<file path="src/rtl/dm_port_ctrl_if.sv">
// dm_port_ctrl_if: one requester port of the data-memory controller.
// The master is the requester; the slave is the controller.
interface dm_port_ctrl_if #(
  parameter int AW = 12,
  parameter int DW = 32
);
  logic          req;
  logic          we;
  logic [AW-1:0] addr;
  logic [3:0]    be;
  logic [DW-1:0] wdata;
  logic          ack;
  logic          err;
  logic [DW-1:0] rdata;
  modport master (output req, we, addr, be, wdata, input ack, err, rdata);
  modport slave (input req, we, addr, be, wdata, output ack, err, rdata);
endinterface

</file>
<file path="src/rtl/dm_port_ctrl.sv">
// dm_port_ctrl: two-port arbiter in front of the word-wide data memory.
// Partial stores are done as read-modify-write.
module dm_port_ctrl #(
  parameter int AW        = 12,
  parameter int DW        = 32,
  parameter int DEPTH     = 1024,
  parameter bit FIXED_PRI = 1'b0
) (
  input  logic          clk,
  input  logic          rst_n,
  dm_port_ctrl_if.slave p0,
  dm_port_ctrl_if.slave p1,
  output logic [AW-1:0] dm_addr_o,
  output logic [DW-1:0] dm_din_o,
  output logic          dm_we_o,
  input  logic [DW-1:0] dm_dout_i,
  output logic          busy_o
);
  typedef enum logic [1:0] {IDLE, ACC, MRG, RESP} state_e;
  state_e        state_q, state_d;
  logic          rr_q, id_q, we_q, err_q;
  logic [3:0]    be_q;
  logic [AW-1:0] addr_q;
  logic [DW-1:0] din_q, rd0_q, rd1_q;
  logic          grant, win, req_err, full, partial;
  logic [AW-1:0] req_addr;
  logic [DW-1:0] mask;
  assign grant    = p0.req | p1.req;
  assign win      = (p0.req & p1.req) ? (FIXED_PRI ? 1'b0 : rr_q) : p1.req;
  assign req_addr = win ? p1.addr : p0.addr;
  // range check uses the raw byte address, before word alignment
  assign req_err  = 32'(req_addr) >= 32'(DEPTH - 3);
  assign full     = be_q == 4'hF;
  assign partial  = we_q & ~err_q & (be_q != 4'h0) & ~full;
  assign mask     = {{8{be_q[3]}}, {8{be_q[2]}}, {8{be_q[1]}}, {8{be_q[0]}}};
  always_comb begin
    state_d = state_q;
    state_d = state_q == IDLE ? (grant ? ACC : IDLE) :
              state_q == ACC  ? (partial ? MRG : RESP) :
              state_q == MRG  ? RESP : IDLE;
  end
  always_ff @(posedge clk or negedge rst_n) begin
    if (!rst_n) begin
      state_q <= IDLE;
      rr_q    <= 1'b0;
      id_q    <= 1'b0;
      we_q    <= 1'b0;
      err_q   <= 1'b0;
      be_q    <= 4'h0;
      addr_q  <= '0;
      din_q   <= '0;
      rd0_q   <= '0;
      rd1_q   <= '0;
    end else begin
      state_q <= state_d;
      if (state_q == IDLE && grant) begin
        id_q   <= win;
        rr_q   <= ~win;
        we_q   <= win ? p1.we : p0.we;
        be_q   <= win ? p1.be : p0.be;
        err_q  <= req_err;
        addr_q <= {req_addr[AW-1:2], 2'b00};
        din_q  <= win ? p1.wdata : p0.wdata;
      end
      if (state_q == ACC && (err_q || !we_q)) begin
        if (id_q) rd1_q <= err_q ? '0 : dm_dout_i;
        else      rd0_q <= err_q ? '0 : dm_dout_i;
      end
      // merge keeps enabled store lanes and refills the rest from memory
      if (state_q == ACC && partial) din_q <= (din_q & mask) | (dm_dout_i & ~mask);
    end
  end
  assign dm_addr_o = addr_q;
  assign dm_din_o  = din_q;
  assign dm_we_o   = (state_q == ACC && we_q && !err_q && full) || state_q == MRG;
  assign busy_o    = state_q != IDLE;
  assign p0.ack    = state_q == RESP && !id_q;
  assign p1.ack    = state_q == RESP && id_q;
  assign p0.err    = p0.ack & err_q;
  assign p1.err    = p1.ack & err_q;
  assign p0.rdata  = rd0_q;
  assign p1.rdata  = rd1_q;
endmodule

</file>
<file path="src/flat_wrapper.sv">
// flat-port wrapper written by rule: the top's interface ports become plain ports
module dm_port_ctrl_flat 
#(
  parameter int AW        = 12,
  parameter int DW        = 32,
  parameter int DEPTH     = 1024,
  parameter bit FIXED_PRI = 1'b0
)
  (clk, rst_n, dm_addr_o, dm_din_o, dm_we_o, dm_dout_i, busy_o, p0_req, p0_we, p0_addr, p0_be, p0_wdata, p0_ack, p0_err, p0_rdata, p1_req, p1_we, p1_addr, p1_be, p1_wdata, p1_ack, p1_err, p1_rdata);
  dm_port_ctrl_if #(.AW(AW), .DW(DW)) p0_i ();
  dm_port_ctrl_if #(.AW(AW), .DW(DW)) p1_i ();
  input  logic clk;
  input  logic rst_n;
  output logic [AW-1:0] dm_addr_o;
  output logic [DW-1:0] dm_din_o;
  output logic dm_we_o;
  input  logic [DW-1:0] dm_dout_i;
  output logic busy_o;
  input wire logic [$bits(p0_i.req)-1:0] p0_req;
  input wire logic [$bits(p0_i.we)-1:0] p0_we;
  input wire logic [$bits(p0_i.addr)-1:0] p0_addr;
  input wire logic [$bits(p0_i.be)-1:0] p0_be;
  input wire logic [$bits(p0_i.wdata)-1:0] p0_wdata;
  output wire logic [$bits(p0_i.ack)-1:0] p0_ack;
  output wire logic [$bits(p0_i.err)-1:0] p0_err;
  output wire logic [$bits(p0_i.rdata)-1:0] p0_rdata;
  input wire logic [$bits(p1_i.req)-1:0] p1_req;
  input wire logic [$bits(p1_i.we)-1:0] p1_we;
  input wire logic [$bits(p1_i.addr)-1:0] p1_addr;
  input wire logic [$bits(p1_i.be)-1:0] p1_be;
  input wire logic [$bits(p1_i.wdata)-1:0] p1_wdata;
  output wire logic [$bits(p1_i.ack)-1:0] p1_ack;
  output wire logic [$bits(p1_i.err)-1:0] p1_err;
  output wire logic [$bits(p1_i.rdata)-1:0] p1_rdata;
  assign p0_i.req = p0_req;
  assign p0_i.we = p0_we;
  assign p0_i.addr = p0_addr;
  assign p0_i.be = p0_be;
  assign p0_i.wdata = p0_wdata;
  assign p0_ack = p0_i.ack;
  assign p0_err = p0_i.err;
  assign p0_rdata = p0_i.rdata;
  assign p1_i.req = p1_req;
  assign p1_i.we = p1_we;
  assign p1_i.addr = p1_addr;
  assign p1_i.be = p1_be;
  assign p1_i.wdata = p1_wdata;
  assign p1_ack = p1_i.ack;
  assign p1_err = p1_i.err;
  assign p1_rdata = p1_i.rdata;
  dm_port_ctrl #(.AW(AW), .DW(DW), .DEPTH(DEPTH), .FIXED_PRI(FIXED_PRI)) u_core (.clk(clk), .rst_n(rst_n), .p0(p0_i), .p1(p1_i), .dm_addr_o(dm_addr_o), .dm_din_o(dm_din_o), .dm_we_o(dm_we_o), .dm_dout_i(dm_dout_i), .busy_o(busy_o));
endmodule
</file>
<file path="config.mk">
export PLATFORM = sky130hd
export DESIGN_NAME = dm_port_ctrl_flat
export DESIGN_NICKNAME = d
export VERILOG_FILES = /design/src/rtl/dm_port_ctrl_if.sv /design/src/rtl/dm_port_ctrl.sv /design/src/flat_wrapper.sv
export SDC_FILE = /design/constraint.sdc
export NUM_CORES = 1
export LEC_CHECK = 0
export CAP_MARGIN = 5
export CORE_MARGIN = 2
export CORE_UTILIZATION = 46
export CTS_BUF_LIST = sky130_fd_sc_hd__clkbuf_8
export CTS_CLUSTER_SIZE = 30
export DETAILED_ROUTE_END_ITERATION = 6
export GPL_TIMING_DRIVEN = 0
export PLACE_DENSITY = 0.95
export SYNTH_ARGS = -nofsm -noshare
export SYNTH_HDL_FRONTEND = slang
export SYNTH_SLANG_ARGS = --single-unit
</file>
<file path="constraint.sdc">
create_clock -name clk -period 3.3 [get_ports clk]
set_input_delay 0.99 -clock clk [delete_from_list [all_inputs] [get_ports clk]]
set_output_delay 0.99 -clock clk [all_outputs]
set_load 0.02 [all_outputs]
</file>
### Word level (Yosys, flattened, before mapping)

Cells that the tools add are included.

* register bits: 116
* latch bits: 0
* bits in writable memories: 0
* memory bits (read-only): 0
* output and inout bits: 114
* logic and storage cells: 62
* memories: 0

* add/subtract/negate cells: 0
* multipliers: 0
* div/mod/pow operators: 0
* $lt $le $gt $ge: 1
* eq/ne operators: 4
* shifts and indexed selects: 0
* muxes and demuxes: 13
* bitwise logic cells: 15
* reductions and logical operators: 19

Operators by type and width (number)
* $mux W32: 4
* $and A32 B32 Y32: 2
* $not A32 Y32: 1
* $or A32 B32 Y32: 1
* $ge A12 B10 Y1 const B: 1
* $mux W12: 1
* $logic_and A1 B1 Y1: 8
* $and A1 B1 Y1: 6
* $mux W2: 3
* $eq A2 B2 Y1 const B: 2
* $eq A4 B4 Y1 const B: 1
* $mux W1: 4
* $mux W4: 1
* $not A1 Y1: 4
* $reduce_and A2 Y1: 2
* $reduce_bool A2 Y1: 2
* $reduce_bool A4 Y1: 1
* $logic_not A1 Y1: 3
* $eq A2 B1 Y1 const B: 1
* $logic_not A2 Y1: 1
* $logic_or A1 B1 Y1: 2
* $or A1 B1 Y1: 1

### Depth between registers and ports, before layout

Gate-level depths: netlist of the first run.

* depth after elaboration: 7
* mapped depth: 7
* gate-level depth less buffers: 6

### Worst setup path after synthesis of the first run

Ideal clock, no wire load.

* path kind: input -> register
* from: in p1_req
* to: reg with a tool-made name
* setup time: 0.123 ns
* arrival time: 2.090 ns
* data required time: 3.177 ns
* setup slack: 1.087 ns
* cell stages on the path: 6
* path buffers: 2
* cell sequence: clkbuf_1 > o21a_1 > o31ai_4 > clkbuf_1 > a211o_1 > o221a_2

RTL lines
* start: declaration: line flat_wrapper.sv:27 `input wire logic [$bits(p1_i.req)-1:0] p1_req;`

### Worst setup path in the final report of the first run

* from: reg u_core.be_q[3]
* to: out dm_we_o

* word-level cells in the longest chain between the ends: 3

RTL lines
* start: declaration: line dm_port_ctrl.sv:22 `logic [3:0] be_q;`
* start signal: assignment: line dm_port_ctrl.sv:60 `be_q <= win ? p1.be : p0.be;`
* $eq A4 B4 Y1: line dm_port_ctrl.sv:33 `assign full = be_q == 4'hF;`
* $logic_and A1 B1 Y1: line dm_port_ctrl.sv:75 `assign dm_we_o = (state_q == ACC && we_q && !err_q && full) || state_q == MRG;`
* $logic_or A1 B1 Y1: line dm_port_ctrl.sv:75
* end: declaration: line flat_wrapper.sv:16 `output logic dm_we_o;`

No other way between the ends.

==> results of run 1 <==
-- area by class of cell --
| type | count | area [um2] | share of cell area (%) |
|---|---|---|---|
| plain buffers | 39 | 155 | 1.88 |
| clock buffers | 17 | 234 | 2.83 |
| clock inverters | 15 | 159 | 1.92 |
| inverters | 4 | 15.0 | 0.182 |
| multi-input cells | 351 | 2150 | 26.0 |
| flip-flops and latches | 116 | 2900 | 35.2 |
| well taps | 140 | 175 | 2.12 |
| repair buffers | 245 | 2470 | 29.9 |
-- cells by family (layout without fill, tap and decap cells) --
logic type | after synthesis | in the layout | share of synthesized area [%]
other cells | 1 | 2 | 0.0719
buf+inv | 43 | 320 | 3.26
fa+ha+maj | 4 | 4 | 0.959
flops | 116 | 116 | 55.6
compound gates | 152 | 152 | 21.8
mux | 10 | 10 | 1.92
simple gates | 183 | 183 | 16.3
-- placed cells by master, fill, tap and decap left out, types with 5 or more instances in the layout --
| master | n |
|---|---|
| nor2_1 | 6 |
| inv_1 | 5 |
| a211o_1 | 32 |
| clkbuf_1 | 36 |
| clkdlybuf4s50_1 | 243 |
| nor3_1 | 6 |
| clkbuf_8 | 17 |
| dfrtp_1 | 116 |
| mux2i_1 | 10 |
| a221o_1 | 5 |
| clkinv_4 | 6 |
| o221a_2 | 31 |
| o21ai_0 | 76 |
| nand2_1 | 112 |
| and3_1 | 38 |
-- routing by layer --
layer	vias up	global-route usage (%)
li1	2387	-
met1	2646	36.9
met2	289	52.1
met3	62	7.24
met4	0	13.8
met5	-	0
-- worst max-delay path, delay by kind of cell (launching register included) --
kind                   cells  cell delay [ns]
buffers and inverters      1             0.60
DFF                        1             0.47
AOI/OAI and AO/OA          1             0.22
and+or+nand+nor            1             0.32
-- how the worst max path moves through the flow --
stage	to	slack, ns	depth (start not counted)
finish	dm_we_o	0.27	3
global route	dm_we_o	0.18	3
CTS	dm_we_o	0.26	3
detailed placement	flop	0.11	6
global placement	u_core.dm_addr_o[3]	-3.02	1
floorplan	flop	1.09	6
-- stage by stage --
step                utilization, %  instances  total power, uW  setup TNS, ns
CTS                           75.5        927             7750              0
detailed placement            71.9        895             6440              0
finish                        75.5        927             7740              0
global placement              71.7        894             6260        -349.41
global route                  75.5        927             8150              0
floorplan                        -        510             4440              0
-- synthesized netlist by cell type (3+ instances only) --
cell type	instances	area, um2
nand2_1	112	420
clkbuf_1	36	135
or3_1	4	25.0
inv_1	4	15.0
nor3_1	6	30.0
a211o_1	32	280
dfrtp_1	116	2900
and2_1	3	18.8
o21ai_0	76	380
and3_1	38	238
nand4_1	4	25.0
o221a_2	31	349
nor2_1	6	22.5
a221o_1	5	50.1
ha_1	4	50.1
mux2i_1	10	100
-- report_power, final --
| part | switching [uW] | internal (uW) | leakage [uW] |
|---|---|---|---|
| Combinational | 2130 | 1820 | 0.00187 |
| Clock | 615 | 675 | 0.000198 |
| Sequential | 428 | 2070 | 0.00147 |
| Total | 3170 | 4570 | 0.00353 |
==> metrics, run 1 <==
syn avg cell area 10.3 um2; met1 WL 7150 um; Die Ht 111 um; share of cells above drive strength 1 8.77%; post-CTS setup buffer count 0; WHS Path Cells 1; clock slew at reported path FFs 0.07 ns; min-delay worst type flop to flop; DRC Markers 0; reg-to-reg startpoint u_core.state_q[1]; worst slew pin tran 0.645 ns; count of cell types in the netlist 34; Hold WS 0.481 ns; EDFF count, synth 0; Tcrit/Tclk final 91.9%; H-Tree Depth 4; CP max FO 7; final wirelength 18,600 um; drt first pass iters 5; Die W 111 um; outcome complete, no violations; Fmax achieved 330 MHz; hold_buf cts 0; WL met2 9640 um; Vias/cell 5.81; drt wl/cell 20.1 um; Max Buffers Root-to-Sink 2; diode count 0; row count 38; clk root buf clkbuf_8; vias 5,384; synth-to-layout area growth 58.2%; Final nets 912; Placed Area 7870 um2; GPL Wtd Cong 0.813; initial antenna violation count 0; PwrDens 937 nW/um2; Worst EP arrival 2.04 ns; vias in the first global route 5,601; Fill cells 763; slowest stage delay, CP 0.60 ns; Hold Vio Cnt, Final 0; Mapped Area 5220 um2; Detail Route Antenna Nets 0; maximum VDD drop 0.522 mV; DR top layer met4; Initial Util 47.7%; Async SR Flop Fraction 100%; total gr overflow 0; RSZ-0062 raised after global routing no; Synth Warn # 0; final worst slack 0.268 ns; Initial DRC Count 365; I/O pin count 248; Die ar. 12,200 um2; sequential area share after synthesis 55.6%; crit path launch type flop; P_leak 0.00353 uW; crit path kind flop to primary output; relative slew slack 57.0%; DR WL met3 1130 um; prevailing post-synth register cell dfrtp_1; port buffer count 244; fin crit period 3.03 ns; CP required 2.31 ns; Slew Viols, Final 0; first-pass GRT wire length 29,600 um; Min-Delay Endpoint u_core.rr_q; Finished Cell Area 8260 um2; Post-Syn Instances 509; Setup WS pre-CTS 0.107 ns; Crit. Startpoint u_core.be_q[3]; reg2reg path depth 7; GRT Overall Usage 30.6%; Worst Hold Launch u_core.rr_q; max_cap viols 0; CORE AREA 10,900 um2; register bit count reported by yosys 116; critical-path cell list and4_1 -> a41o_1 -> clkdlybuf4s50_1; endpoint class of the critical path primary output; clock skew 0.00860 ns; clk sinks 116; CTS tree built; Slowest cell on crit path clkdlybuf4s50_1; Final setup viols 0; total CTS buffers 17; Final HPWL DP 14,100 um; largest net degree at the start of global routing 69; Post-CTS Resized 0; R2R Setup Slk 0.85 ns; Clock Latency Late Sink 0.43 ns
No activity file was read; power rests on OpenSTA's default activity.
==> run 2: changes to the inputs <==
==> constraint.sdc (replaced) <==
create_clock -name clk -period 3.5 [get_ports clk]
set_input_delay 1.05 -clock clk [delete_from_list [all_inputs] [get_ports clk]]
set_output_delay 1.05 -clock clk [all_outputs]
set_load 0.02 [all_outputs]
==> results of run 2 <==
Same layout as run 1 (identical final DEF). Status: complete, no violations.
Among the figures that moved: setup slack after placement 0.107 ns -> 0.247 ns; setup slack after layout 0.268 ns -> 0.408 ns; register-to-register setup slack 0.85 ns -> 1.05 ns; total power 7740 uW -> 7300 uW; worst IR drop on VDD 0.522 mV -> 0.492 mV
==> run 3: changes to the inputs <==
--- a/config.mk
+++ b/config.mk
@@ -5,14 +5,15 @@
 export SDC_FILE = /design/constraint.sdc
 export NUM_CORES = 1
 export LEC_CHECK = 0
+export ABC_CLOCK_PERIOD_IN_PS = 2650
 export CAP_MARGIN = 5
 export CORE_MARGIN = 2
-export CORE_UTILIZATION = 46
+export CORE_UTILIZATION = 38
 export CTS_BUF_LIST = sky130_fd_sc_hd__clkbuf_8
 export CTS_CLUSTER_SIZE = 30
 export DETAILED_ROUTE_END_ITERATION = 6
 export GPL_TIMING_DRIVEN = 0
-export PLACE_DENSITY = 0.95
+export PLACE_DENSITY = 0.87
 export SYNTH_ARGS = -nofsm -noshare
 export SYNTH_HDL_FRONTEND = slang
 export SYNTH_SLANG_ARGS = --single-unit
==> constraint.sdc (replaced) <==
create_clock -name clk -period 2.65 [get_ports clk]
set_input_delay 0.795 -clock clk [delete_from_list [all_inputs] [get_ports clk]]
set_output_delay 0.795 -clock clk [all_outputs]
set_load 0.02 [all_outputs]
==> metrics, run 3 (synthesis gave the netlist of run 1 again) <==
outcome complete, no violations; reg-to-reg startpoint u_core.state_q[1]; maximum VDD drop 0.535 mV; Final setup viols 0 (unchanged); Max Buffers Root-to-Sink 2 (unchanged); Die W 121 um (+9.7%); total gr overflow 0 (unchanged); endpoint class of the critical path flop; GPL Wtd Cong 0.816 (+0.33%); DRC Markers 0 (unchanged); min-delay worst type input pin to async pin; GRT Overall Usage 24.9% (-5.7 points); clk root buf clkbuf_8; PwrDens 1170 nW/um2; first-pass GRT wire length 28,000 um (-5.3%); P_leak 0.00360 uW (+2.0%); drt wl/cell 18.7 um (-6.9%); CTS tree built; Die ar. 14,700 um2 (+20%); reg2reg path depth 7 (unchanged); Clock Latency Late Sink 0.42 ns (about the same); row count 42 (+11%); Vias/cell 5.29 (-9.0%); Fill cells 1,119 (+47%); CORE AREA 13,300 um2 (+22%); WL met2 9020 um (-6.5%); Crit. Startpoint p0_req; Slew Viols, Final 0 (unchanged); RSZ-0062 raised after global routing no; I/O pin count 248 (unchanged); Final nets 912 (unchanged); Initial Util 39.1% (-8.6 points); Tcrit/Tclk final 97.5%; Fmax achieved 387 MHz; Die Ht 121 um (+9.7%); port buffer count 244 (unchanged); share of cells above drive strength 1 9.02% (+0.25 points); CP max FO 10 (+3); initial antenna violation count 1 (+1); met1 WL 7550 um (+5.6%); clk sinks 116 (unchanged); max_cap viols 0 (unchanged); synth-to-layout area growth 60.4%; drt first pass iters 5 (unchanged); Hold Vio Cnt, Final 0 (unchanged); clock slew at reported path FFs 0.07 ns (about the same); crit path to u_core.dm_addr_o[11]; clock skew 0.0110 ns (+0.00238 ns); final worst slack 0.0651 ns; crit path kind input pin to flop; Setup WS pre-CTS -0.414 ns; largest net degree at the start of global routing 84 (+22%); Worst EP arrival 2.87 ns (+0.83 ns); final wirelength 18,100 um (-3.2%); Initial DRC Count 388 (+6.3%); fin crit period 2.58 ns; Detail Route Antenna Nets 0 (unchanged); vias in the first global route 5,065 (-9.6%); vias 5,097 (-5.3%); crit path launch type input pin; CP required 2.94 ns; worst slew pin tran 0.596 ns (-0.0496 ns); DR top layer met4; total CTS buffers 17 (unchanged); most frequent cells in the layout 239 x clkdlybuf4s50_1, 115 x dfrtp_1, 112 x nand2_1; Fin Setup TNS 0 ns (unchanged); relative slew slack 60.3% (+3.3 points); R2R Setup Slk 0.18 ns; most common cell after layout, fill and taps aside clkdlybuf4s50_1; Final HPWL DP 13,500 um (-4.6%); DR WL met3 1030 um (-8.3%); post-CTS setup buffer count 0 (unchanged); H-Tree Depth 4 (unchanged)
[run 3: worst min path at each step]
stage           startpoint           to  slack [ns]  cells after the start
2_1_floorplan  u_core.rr_q  u_core.rr_q        0.44                      1
3_3_place_gp   u_core.rr_q  u_core.rr_q        0.45                      1
3_5_place_dp   u_core.rr_q  u_core.rr_q        0.46                      1
4_1_cts              rst_n    async pin        0.23                      1
5_1_grt              rst_n    async pin        0.25                      1
6_report             rst_n    async pin        0.25                      1
[run 3: through the flow]
stage | instances | area, um2 | utilization (%) | total power [uW] | hold WS [ns]
after floorplan | 510 | 5220 | - | 5520 | 0.441
after global placement | 930 | 7890 | 59.1 | 7880 | 0.452
after detailed placement | 931 | 7910 | 59.3 | 8000 | 0.464
after CTS | 963 | 8360 | 62.6 | 9870 | 0.235
after global routing | 964 | 8370 | 62.7 | 10400 | 0.250
final | 964 | 8370 | 62.7 | 9800 | 0.251
[run 3: what timing repair did]
action / in CTS / in global routing
resized for setup: 4 / 6
setup endpoints to repair: 3 / 8
hold buffers: 0 / 0
endpoints found under the hold margin: 0 / 0
[run 3: routing by layer]
| metal | track usage, % | vias up |
|---|---|---|
| li1 | - | 2390 |
| met1 | 32.3 | 2469 |
| met2 | 41.5 | 207 |
| met3 | 4.70 | 31 |
| met4 | 9.27 | 0 |
| met5 | 0 | - |
[run 3: layout make-up]
cell class              instances  area (um2)  share of cell area, %
inverters                       4        15.0                  0.179
clock inverters                13         189                   2.26
multi-input cells             351        2150                   25.7
well taps                     176         220                   2.63
flip-flops and latches        116        2900                   34.7
clock buffers                  19         262                   3.12
diodes                          1        2.50                 0.0299
plain buffers                  39         158                   1.88
repair buffers                245        2470                   29.5
[run 3: power by group]
| group | leakage (uW) | internal (uW) | switching, uW |
|---|---|---|---|
| combinational | 0.00190 | 2250 | 2620 |
| clock | 0.000239 | 1150 | 701 |
| sequential | 0.00147 | 2580 | 484 |
[run 3: worst max-delay path, stage by stage]
cell	delay, ns
clkdlybuf4s50_1	0.50
nand2b_1	0.21
nand2_1	0.49
clkbuf_1	0.52
mux2i_1	0.26
o21ai_0	0.09
